File: src/rtl/fetch_seq.sv
// Fetch sequencer: owns the architectural PC, issues one imem request at a time,
// buffers the returned instruction for decode and applies execute redirects.
module fetch_seq #(
    parameter logic [31:0] RESET_PC = 32'h0000_0000
) (
    input  logic        clk,
    input  logic        rstn,
    output logic        imem_req_valid,
    input  logic        imem_req_ready,
    output logic [31:0] imem_addr,
    input  logic        imem_rsp_valid,
    input  logic [31:0] imem_rsp_data,
    output logic        inst_valid,
    output logic [31:0] inst,
    output logic [31:0] inst_pc,
    input  logic        inst_ready,
    input  logic        redirect_valid,
    input  logic [2:0]  npc_op,
    input  logic [31:0] redirect_base,
    input  logic [31:0] redirect_imm,
    output logic [31:0] pc
);

    localparam logic [1:0] S_IDLE = 2'd0;
    localparam logic [1:0] S_REQ  = 2'd1;
    localparam logic [1:0] S_WAIT = 2'd2;
    localparam logic [1:0] S_HOLD = 2'd3;

    localparam logic [2:0] NPC_BRANCH = 3'b001;
    localparam logic [2:0] NPC_JUMP   = 3'b010;

    logic [1:0]  state_q, state_d;
    logic [31:0] pc_q, pc_d;
    logic [31:0] req_pc_q, req_pc_d;
    logic        discard_q, discard_d;
    logic [31:0] inst_q, inst_d;
    logic [31:0] inst_pc_q, inst_pc_d;
    logic        inst_valid_q, inst_valid_d;

    logic        redir;
    logic [31:0] redir_target;

    assign redir        = redirect_valid && (state_q != S_IDLE);
    assign redir_target = ((npc_op == NPC_BRANCH) || (npc_op == NPC_JUMP))
                          ? (redirect_base + redirect_imm)
                          : (redirect_base + 32'd4);

    always_comb begin
        state_d      = state_q;
        pc_d         = pc_q;
        req_pc_d     = req_pc_q;
        discard_d    = discard_q;
        inst_d       = inst_q;
        inst_pc_d    = inst_pc_q;
        inst_valid_d = inst_valid_q;

        case (state_q)
            S_IDLE: state_d = S_REQ;
            S_REQ: begin
                if (imem_req_ready) begin
                    // The old-address request is already issued; its response must be dropped.
                    req_pc_d  = pc_q;
                    state_d   = S_WAIT;
                    discard_d = redir;
                end
            end
            S_WAIT: begin
                if (imem_rsp_valid) begin
                    if (discard_q || redir) begin
                        discard_d = 1'b0;
                        state_d   = S_REQ;
                    end else begin
                        inst_d       = imem_rsp_data;
                        inst_pc_d    = req_pc_q;
                        inst_valid_d = 1'b1;
                        state_d      = S_HOLD;
                    end
                end else if (redir) begin
                    discard_d = 1'b1;
                end
            end
            S_HOLD: begin
                if (redir) begin
                    inst_valid_d = 1'b0;
                    state_d      = S_REQ;
                end else if (inst_ready) begin
                    inst_valid_d = 1'b0;
                    pc_d         = pc_q + 32'd4;
                    state_d      = S_REQ;
                end
            end
            default: state_d = S_IDLE;
        endcase

        // A redirect overrides any sequential PC advance, including a same-cycle consume.
        if (redir) begin
            pc_d = redir_target;
        end
    end

    always_ff @(posedge clk or negedge rstn) begin
        if (!rstn) begin
            state_q      <= S_IDLE;
            pc_q         <= RESET_PC;
            req_pc_q     <= RESET_PC;
            discard_q    <= 1'b0;
            inst_q       <= 32'h0;
            inst_pc_q    <= 32'h0;
            inst_valid_q <= 1'b0;
        end else begin
            state_q      <= state_d;
            pc_q         <= pc_d;
            req_pc_q     <= req_pc_d;
            discard_q    <= discard_d;
            inst_q       <= inst_d;
            inst_pc_q    <= inst_pc_d;
            inst_valid_q <= inst_valid_d;
        end
    end

    assign imem_req_valid = (state_q == S_REQ);
    assign imem_addr      = pc_q;
    assign inst_valid     = inst_valid_q;
    assign inst           = inst_q;
    assign inst_pc        = inst_pc_q;
    assign pc             = pc_q;

endmodule

File: config.mk
export PLATFORM = sky130hd
export DESIGN_NAME = fetch_seq
export DESIGN_NICKNAME = d
export VERILOG_FILES = /design/src/rtl/fetch_seq.sv
export SDC_FILE = /design/constraint.sdc
export NUM_CORES = 1
export LEC_CHECK = 0
export ABC_CLOCK_PERIOD_IN_PS = 3250
export BUFFER_PORTS_ARGS = -buffer_cell sky130_fd_sc_hd__clkbuf_2
export CAP_MARGIN = 5
export CORE_MARGIN = 4
export CORE_UTILIZATION = 55
export DETAILED_ROUTE_END_ITERATION = 8
export GPL_TIMING_DRIVEN = 0
export HOLD_SLACK_MARGIN = 0.15
export PLACE_DENSITY = 0.84
export SLEW_MARGIN = 20
export SYNTH_ARGS = -nofsm -noshare
export SYNTH_HDL_FRONTEND = slang
export SYNTH_SLANG_ARGS = --single-unit
File: constraint.sdc
create_clock -name clk -period 3.25 [get_ports clk]
set_input_delay 0.4875 -clock clk [delete_from_list [all_inputs] [get_ports clk]]
set_output_delay 0.4875 -clock clk [all_outputs]
set_load 0.05 [all_outputs]
==> results of run 1 <==
registers in the layout, summed over array words and instances (netlist names):
| register | count |
|---|---|
| discard_q | 1 |
| inst | 32 |
| imem_addr | 32 |
| inst_valid | 1 |
| req_pc_q | 32 |
| state_q | 2 |
| inst_pc | 32 |
kinds of logic after synthesis:
family / synth area share
AO/OA/AOI/OAI: 0.134
XOR/XNOR: 0.0853
adder cells (fa/ha/maj): 0.0611
buffers and inverters: 0.0461
flip-flops: 0.407
multiplexers: 0.136
AND/OR/NAND/NOR: 0.131
worst register-to-register path, delay by kind of cell, from the launching register on:
kind                     cells  cell delay, ns
adder cells (fa/ha/maj)      1            0.22
buffers and inverters        3            0.95
flip-flops                   1            0.43
multiplexers                 1            0.42
AND/OR/NAND/NOR              3            0.64
cells in the mapped netlist (all sizes together), types with 3 or more instances:
cell type    n  area, um2
nand2b       6       37.5
a211o        3       26.3
o21bai       3       22.5
nand4       16        100
nor3b        4       30.0
or2          6       37.5
and2        12       75.1
a21oi       44        224
a21o        13       97.6
nor3         6       30.0
and3        18        114
o21ai       30        150
o211ai      13       97.6
xor2        39        342
a2111oi      3       52.6
buf         38        265
o31ai        3       22.5
a31oi        9       56.3
nor2        34        128
o22ai       10       62.6
a211oi      11       87.6
clkbuf      24       90.1
nor2b        5       31.3
nand3       28        140
inv          5       18.8
dfrtp      132       3300
ha          38        475
and4         8       70.1
o21a         3       22.5
xnor2       40        350
nand2       64        240
a221oi       4       41.3
mux2        96       1080
path summary, 6_finish.rpt:
path                                         start                         to  slack (ns)  depth (start not counted)
setup / recovery                  redirect_base[0]  imem_addr[30]$_DFFE_PN0P_        0.16                         12
hold / removal                   imem_rsp_data[12]       inst[12]$_DFFE_PN0P_        0.31                          2
setup reg to reg            state_q[0]$_DFFE_PN0P_    inst_pc[20]$_DFFE_PN0P_        0.45                          8
hold reg to reg            req_pc_q[5]$_DFFE_PN0P_     inst_pc[5]$_DFFE_PN0P_        0.50                          1
max in group asynchronous                     rstn      discard_q$_DFFE_PN0P_        1.92                          3
min in group asynchronous                     rstn       inst[16]$_DFFE_PN0P_        0.61                          2
area by class of cell:
type | count | area (um2)
Fill cell | 1059 | 4220
Clock buffer | 20 | 467
Clock inverter | 12 | 224
Tap cell | 184 | 230
Multi-Input combinational cell | 590 | 4440
Inverter | 5 | 18.8
Buffer | 62 | 355
Sequential cell | 132 | 3300
Timing Repair Buffer | 236 | 1220
through the flow:
step                      power, mW   util  hold slack, ns  area [um2]  setup WS (ns)
after floorplan                7.65      -           0.192        8110          0.158
after global placement         9.07  0.657           0.482        9510         -0.315
after detailed placement       9.24  0.660           0.475        9550         -0.333
after CTS                      11.5  0.708           0.292       10300         0.0887
after global routing           12.0  0.708           0.291       10300         0.0452
final                          11.5  0.708           0.313       10300          0.160
power by group:
part           switching, mW  internal [mW]  total (mW)
sequential             0.769           2.45        3.22
clock                  0.691           1.50        2.19
combinational           4.23           1.81        6.04
total                   5.69           5.76        11.5
timing repair:
action	in CTS	in global routing
hold buffers	1	0
setup endpoints to repair	0	1
gates resized for setup	0	1
hold endpoints to repair	54	0
layer usage:
metal / vias to the layer above / track usage / share of wire
met5: - / 0 / 0.00063
met4: 2 / 0.0972 / 0.024
met3: 41 / 0.0561 / 0.068
met2: 291 / 0.478 / 0.51
met1: 3339 / 0.317 / 0.40
li1: 3338 / - / -
==> key figures, run 1 <==
Finish
  – Layout area overhead: 26.4%
  – Layout cells sized above 1: 0.386
  – Most frequent cells in the layout: clkbuf_2, dfrtp_1, mux2_2, nand2_1, a21oi_1
  – Layout Cells excl Fill: 1,241
  – Layout Nets: 1,188
  – Antenna cells: 0
  – Commonest non-fill, non-tap cell in the layout: clkbuf_2

Worst setup path
  – WP data required: 3.51 ns
  – CP bufs+invs: 1
  – Largest fanout on the critical path: 4
  – CP cell instances: clkbuf_2, ha_1, fa_1, a21o_1, a311o_1, a31oi_1, a21oi_2, a311o_1, a21o_1, a2111oi_2, nand2b_1, a22oi_1
  – Cell at the slowest stage of the critical path: fa_1
  – CP Launch Type: input pin
  – Crit Path Category: input pin to flip-flop
  – CP top delay family: compound AO/OA/AOI/OAI gates
  – Critical Path AT: approximately 3.4 ns
  – CP peak stage delay: 0.40 ns
  – Setup crit end kind: flip-flop

GRT
  – Global-route wire length before repair: 35.0 mm
  – Total global-route track usage: 0.267
  – GRT overflow: 0
  – Initial antenna violation count: 1
  – Vias in the first global route: 7,088
  – Pin count of the biggest net entering global routing: 79

Die
  – Die area: 16,800 um2
  – # IOs: 235
  – Die width: 129 um
  – Row cnt: 44
  – Core area: between 10,000 and 15,000 um2
  – DIE HEIGHT: approximately 130 um
  – Starting Density: 0.560

STA
  – Measured slew at the worst slew-check pin: approximately 0.70 ns
  – RSZ-0062 raised after global routing: no
  – Crit path time final: 3.09 ns
  – Maximum clock rate: 324 MHz
  – Setup TNS: 0 ns
  – Final Setup Violations: 0
  – Fin. max-slew vios: 0
  – Part of the cycle the worst path needs: 0.951
  – Fin. Hold Viols: 0
  – Relative max-transition margin: 0.532
  – Clk_skew: 0.00798 ns

Route
  – Via count: approximately 7,000
  – DR DRC count: 0
  – WL/cell: 17.9 um
  – First-pass DRT Iterations: 5
  – Initial DRC Count: 427
  – Post-route antenna net violation count: 0
  – Total Routed Length: 22.3 mm
  – Via density: 5.65

Placed design
  – Detailed Place HPWL: 17.5 mm
  – # port buffers: 234
  – Placed cells: 1,208
  – GPL Wtd Cong: ~0.9

Yosys
  – Post-synth EDFFs: 0
  – Mapped Area: 8110 um2
  – Synth warn: 0
  – Post-synth ARST share: 1.00
  – Post-synthesis net count: 933
  – Syn Area/Cell: 10.3 um2
  – Synth Register Bits: 132
  – Post-synth top flop: dfrtp_1
  – Post-Synthesis Cells: 789
  – Netlist cell types: between 50 and 60
  – Seq/Total Area, Yosys: 0.407

CTS
  – Sink Count: 132
  – Clock transition at path regs: 0.06 ns
  – # H-tree levels: 4
  – Clock Latency Late Sink: 0.41 ns
  – Clk root buf: clkbuf_16
  – Bufs on Longest Clock Path: 2
  – Post-CTS setup repair buffer count: 0
  – CTS buffer count: 17
  – CTS tree: built

Run
  – Max Cap Violations: 0

Worst hold path
  – Hold Path Class: input pin to flip-flop

Outcome
  – Status: finished, final reports clean

Power
  – Leakage: 4.90 nW
  – Pwr Density: 1120 nW/um2
  – VDD IR max: 0.781 mV
No activity file was read; power rests on OpenSTA's default activity.
==> run 2: changes to the inputs <==
Settings changed: ABC_CLOCK_PERIOD_IN_PS 3250 to 3400, CORE_UTILIZATION 55 to 53, PLACE_DENSITY 0.84 to 0.81.
Clock period 3.25 ns to 3.4 ns, I/O delays scaled along.
==> run 2 against run 1 <==
  * Clock power down 22%
  * Non-clock buffer count unchanged
  * Combinational power down 5.0%
  * Routed wire length down 4.0%
  * Die area up 3.5%
  * Total power down 8.2%
  * Worst hold slack better by 0.024 ns
  * Largest cell class unchanged
  * First-iteration DRC count down 7.5%
  * Final area down 1.3%
  * Sequential share of layout area up 0.43 points
  * Clock skew up 0.0037 ns
  * Largest power group unchanged
==> key figures, run 2 (same netlist as run 1, synthesis figures left out) <==
Worst setup path
  – Largest fanout on the critical path: 4
  – Worst R2R Start: state_q[0]$_DFFE_PN0P_
  – CP cell instances: clkbuf_2, ha_1, fa_1, a21o_1, a221oi_2, o31ai_1, a2111oi_1, o31a_1, o21ai_1, a21oi_1, xor2_1, a21oi_1
  – CP Launch Type: input pin
  – Setup crit end kind: flip-flop
  – Crit Path Category: input pin to flip-flop
  – CP peak stage delay: 0.69 ns
  – Cell at the slowest stage of the critical path: a2111oi_1
  – Crit path launch: redirect_base[0]
  – CP bufs+invs: 1
  – CP top delay family: compound AO/OA/AOI/OAI gates
  – Most used cell along the critical path: a21oi_1
  – WP data required: 3.66 ns
  – Critical Path AT: 3.51 ns

Placed design
  – Detailed Place HPWL: 17.2 mm
  – # port buffers: ~230
  – Pre-CTS WS: -0.199 ns
  – Placed cells: 1,208
  – GPL Wtd Cong: 0.898
  – Dpl cell area: between 9000 and 10,000 um2

Finish
  – Layout Nets: 1,188
  – Layout Cells excl Fill: 1,241
  – Layout cells sized above 1: 0.381
  – Core Util, Final: 0.686
  – Design Area, Final: ~10,000 um2
  – Layout area overhead: 24.8%
  – Most frequent cells in the layout: clkbuf_2, dfrtp_1, mux2_2, nand2_1, a21oi_1
  – Antenna cells: 0
  – Commonest non-fill, non-tap cell in the layout: clkbuf_2

Die
  – Core area: 14,800 um2
  – Row cnt: 44
  – Die area: 17,400 um2
  – # IOs: 235
  – Starting Density: 0.550
  – DIE HEIGHT: about 130 um
  – Die width: about 130 um

STA
  – Final Setup Violations: 0
  – RSZ-0062 raised after global routing: no
  – Fin. Hold Viols: 0
  – Maximum clock rate: 308 MHz
  – Relative max-transition margin: 0.565
  – Hold_ws: 0.337 ns
  – Part of the cycle the worst path needs: 0.954
  – Crit path time final: 3.24 ns
  – Slack of the critical path: 0.158 ns
  – Measured slew at the worst slew-check pin: 0.651 ns
  – Setup TNS: 0 ns
  – Fin. max-slew vios: 0
  – Clk_skew: 0.0117 ns

Run
  – Max Cap Violations: 0

Route
  – DR DRC count: 0
  – Via density: 5.58
  – Post-route antenna net violation count: 0
  – Initial DRC Count: 395
  – Via count: 6,920
  – First-pass DRT Iterations: 5
  – WL/cell: 17.2 um
  – Total Routed Length: 21.4 mm

CTS
  – Post-CTS Hold Buffers: 1
  – Post-CTS setup repair buffer count: 0
  – Clock Latency Late Sink: 0.41 ns
  – CTS resizes: 0
  – Clk root buf: clkbuf_16
  – CTS tree: built
  – Bufs on Longest Clock Path: 2
  – Clock transition at path regs: 0.05 ns
  – # H-tree levels: 4
  – Sink Count: 132
  – CTS buffer count: 17

Power
  – Clock Power Share: 0.163
  – Pwr Density: slightly above 1000 nW/um2
  – VDD IR max: 0.690 mV
  – Internal: a little over 5 mW
  – Power share of the combinational group: 0.546
  – Final total power: 10.5 mW
  – Sequential share of power: 0.291
  – Total net switching power: around 5.4 mW
  – Switching part of the total: 0.509
  – Leakage: 4.84 nW

GRT
  – Vias in the first global route: 7,022
  – Initial antenna violation count: 0
  – Global-route wire length before repair: 35.3 mm
  – GRT overflow: 0
  – Total global-route track usage: 0.248
  – Pin count of the biggest net entering global routing: 93

Worst hold path
  – Hold Path Class: input pin to flip-flop
  – Hold_sp: imem_rsp_data[15]

Outcome
  – Status: finished, final reports clean
-- run 2: cell count changes in the layout (fill, tap and decap cells not counted), sizes merged --
cell	change
bufinv	-4
clkinv	+4
clkbuf	+2
clkinvlp	-1
inv	-1
-- run 2: worst paths after layout --
kind / endpoint / slack [ns] / depth (start not counted)
hold / removal: inst[15]$_DFFE_PN0P_ / 0.34 / 2
setup reg to reg: inst[27]$_DFFE_PN0P_ / 0.75 / 8
hold reg to reg: inst_pc[16]$_DFFE_PN0P_ / 0.50 / 1
min in group asynchronous: imem_addr[0]$_DFFE_PN0P_ / 0.58 / 2
setup / recovery: imem_addr[24]$_DFFE_PN0P_ / 0.16 / 12
max in group asynchronous: req_pc_q[27]$_DFFE_PN0P_ / 2.09 / 3
-- run 2: cell type report --
| type | instances | area (um2) |
|---|---|---|
| Buffer | 62 | 355 |
| Sequential cell | 132 | 3300 |
| Tap cell | 184 | 230 |
| Fill cell | 1186 | 4630 |
| Inverter | 5 | 18.8 |
| Timing Repair Buffer | 236 | 1220 |
| Clock inverter | 10 | 108 |
| Clock buffer | 22 | 454 |
| Multi-Input combinational cell | 590 | 4440 |
-- run 2: power groups by stage --
stage / clock network, mW / logic, mW / registers, mW
after detailed placement: 0 / 5.74 / 3.08
after global routing: 1.83 / 6.04 / 3.17
after global placement: 0 / 5.66 / 3.02
after floorplan: 0 / 2.52 / 4.79
after CTS: 1.74 / 5.78 / 3.06
final: 1.71 / 5.74 / 3.05
-- run 2: layer usage --
| metal | GRT usage | wire, um |
|---|---|---|
| met3 | 0.0482 | 1320 |
| met2 | 0.431 | 10600 |
| met5 | 0 | 0 |
| met4 | 0.0823 | 418 |
| met1 | 0.313 | 9050 |
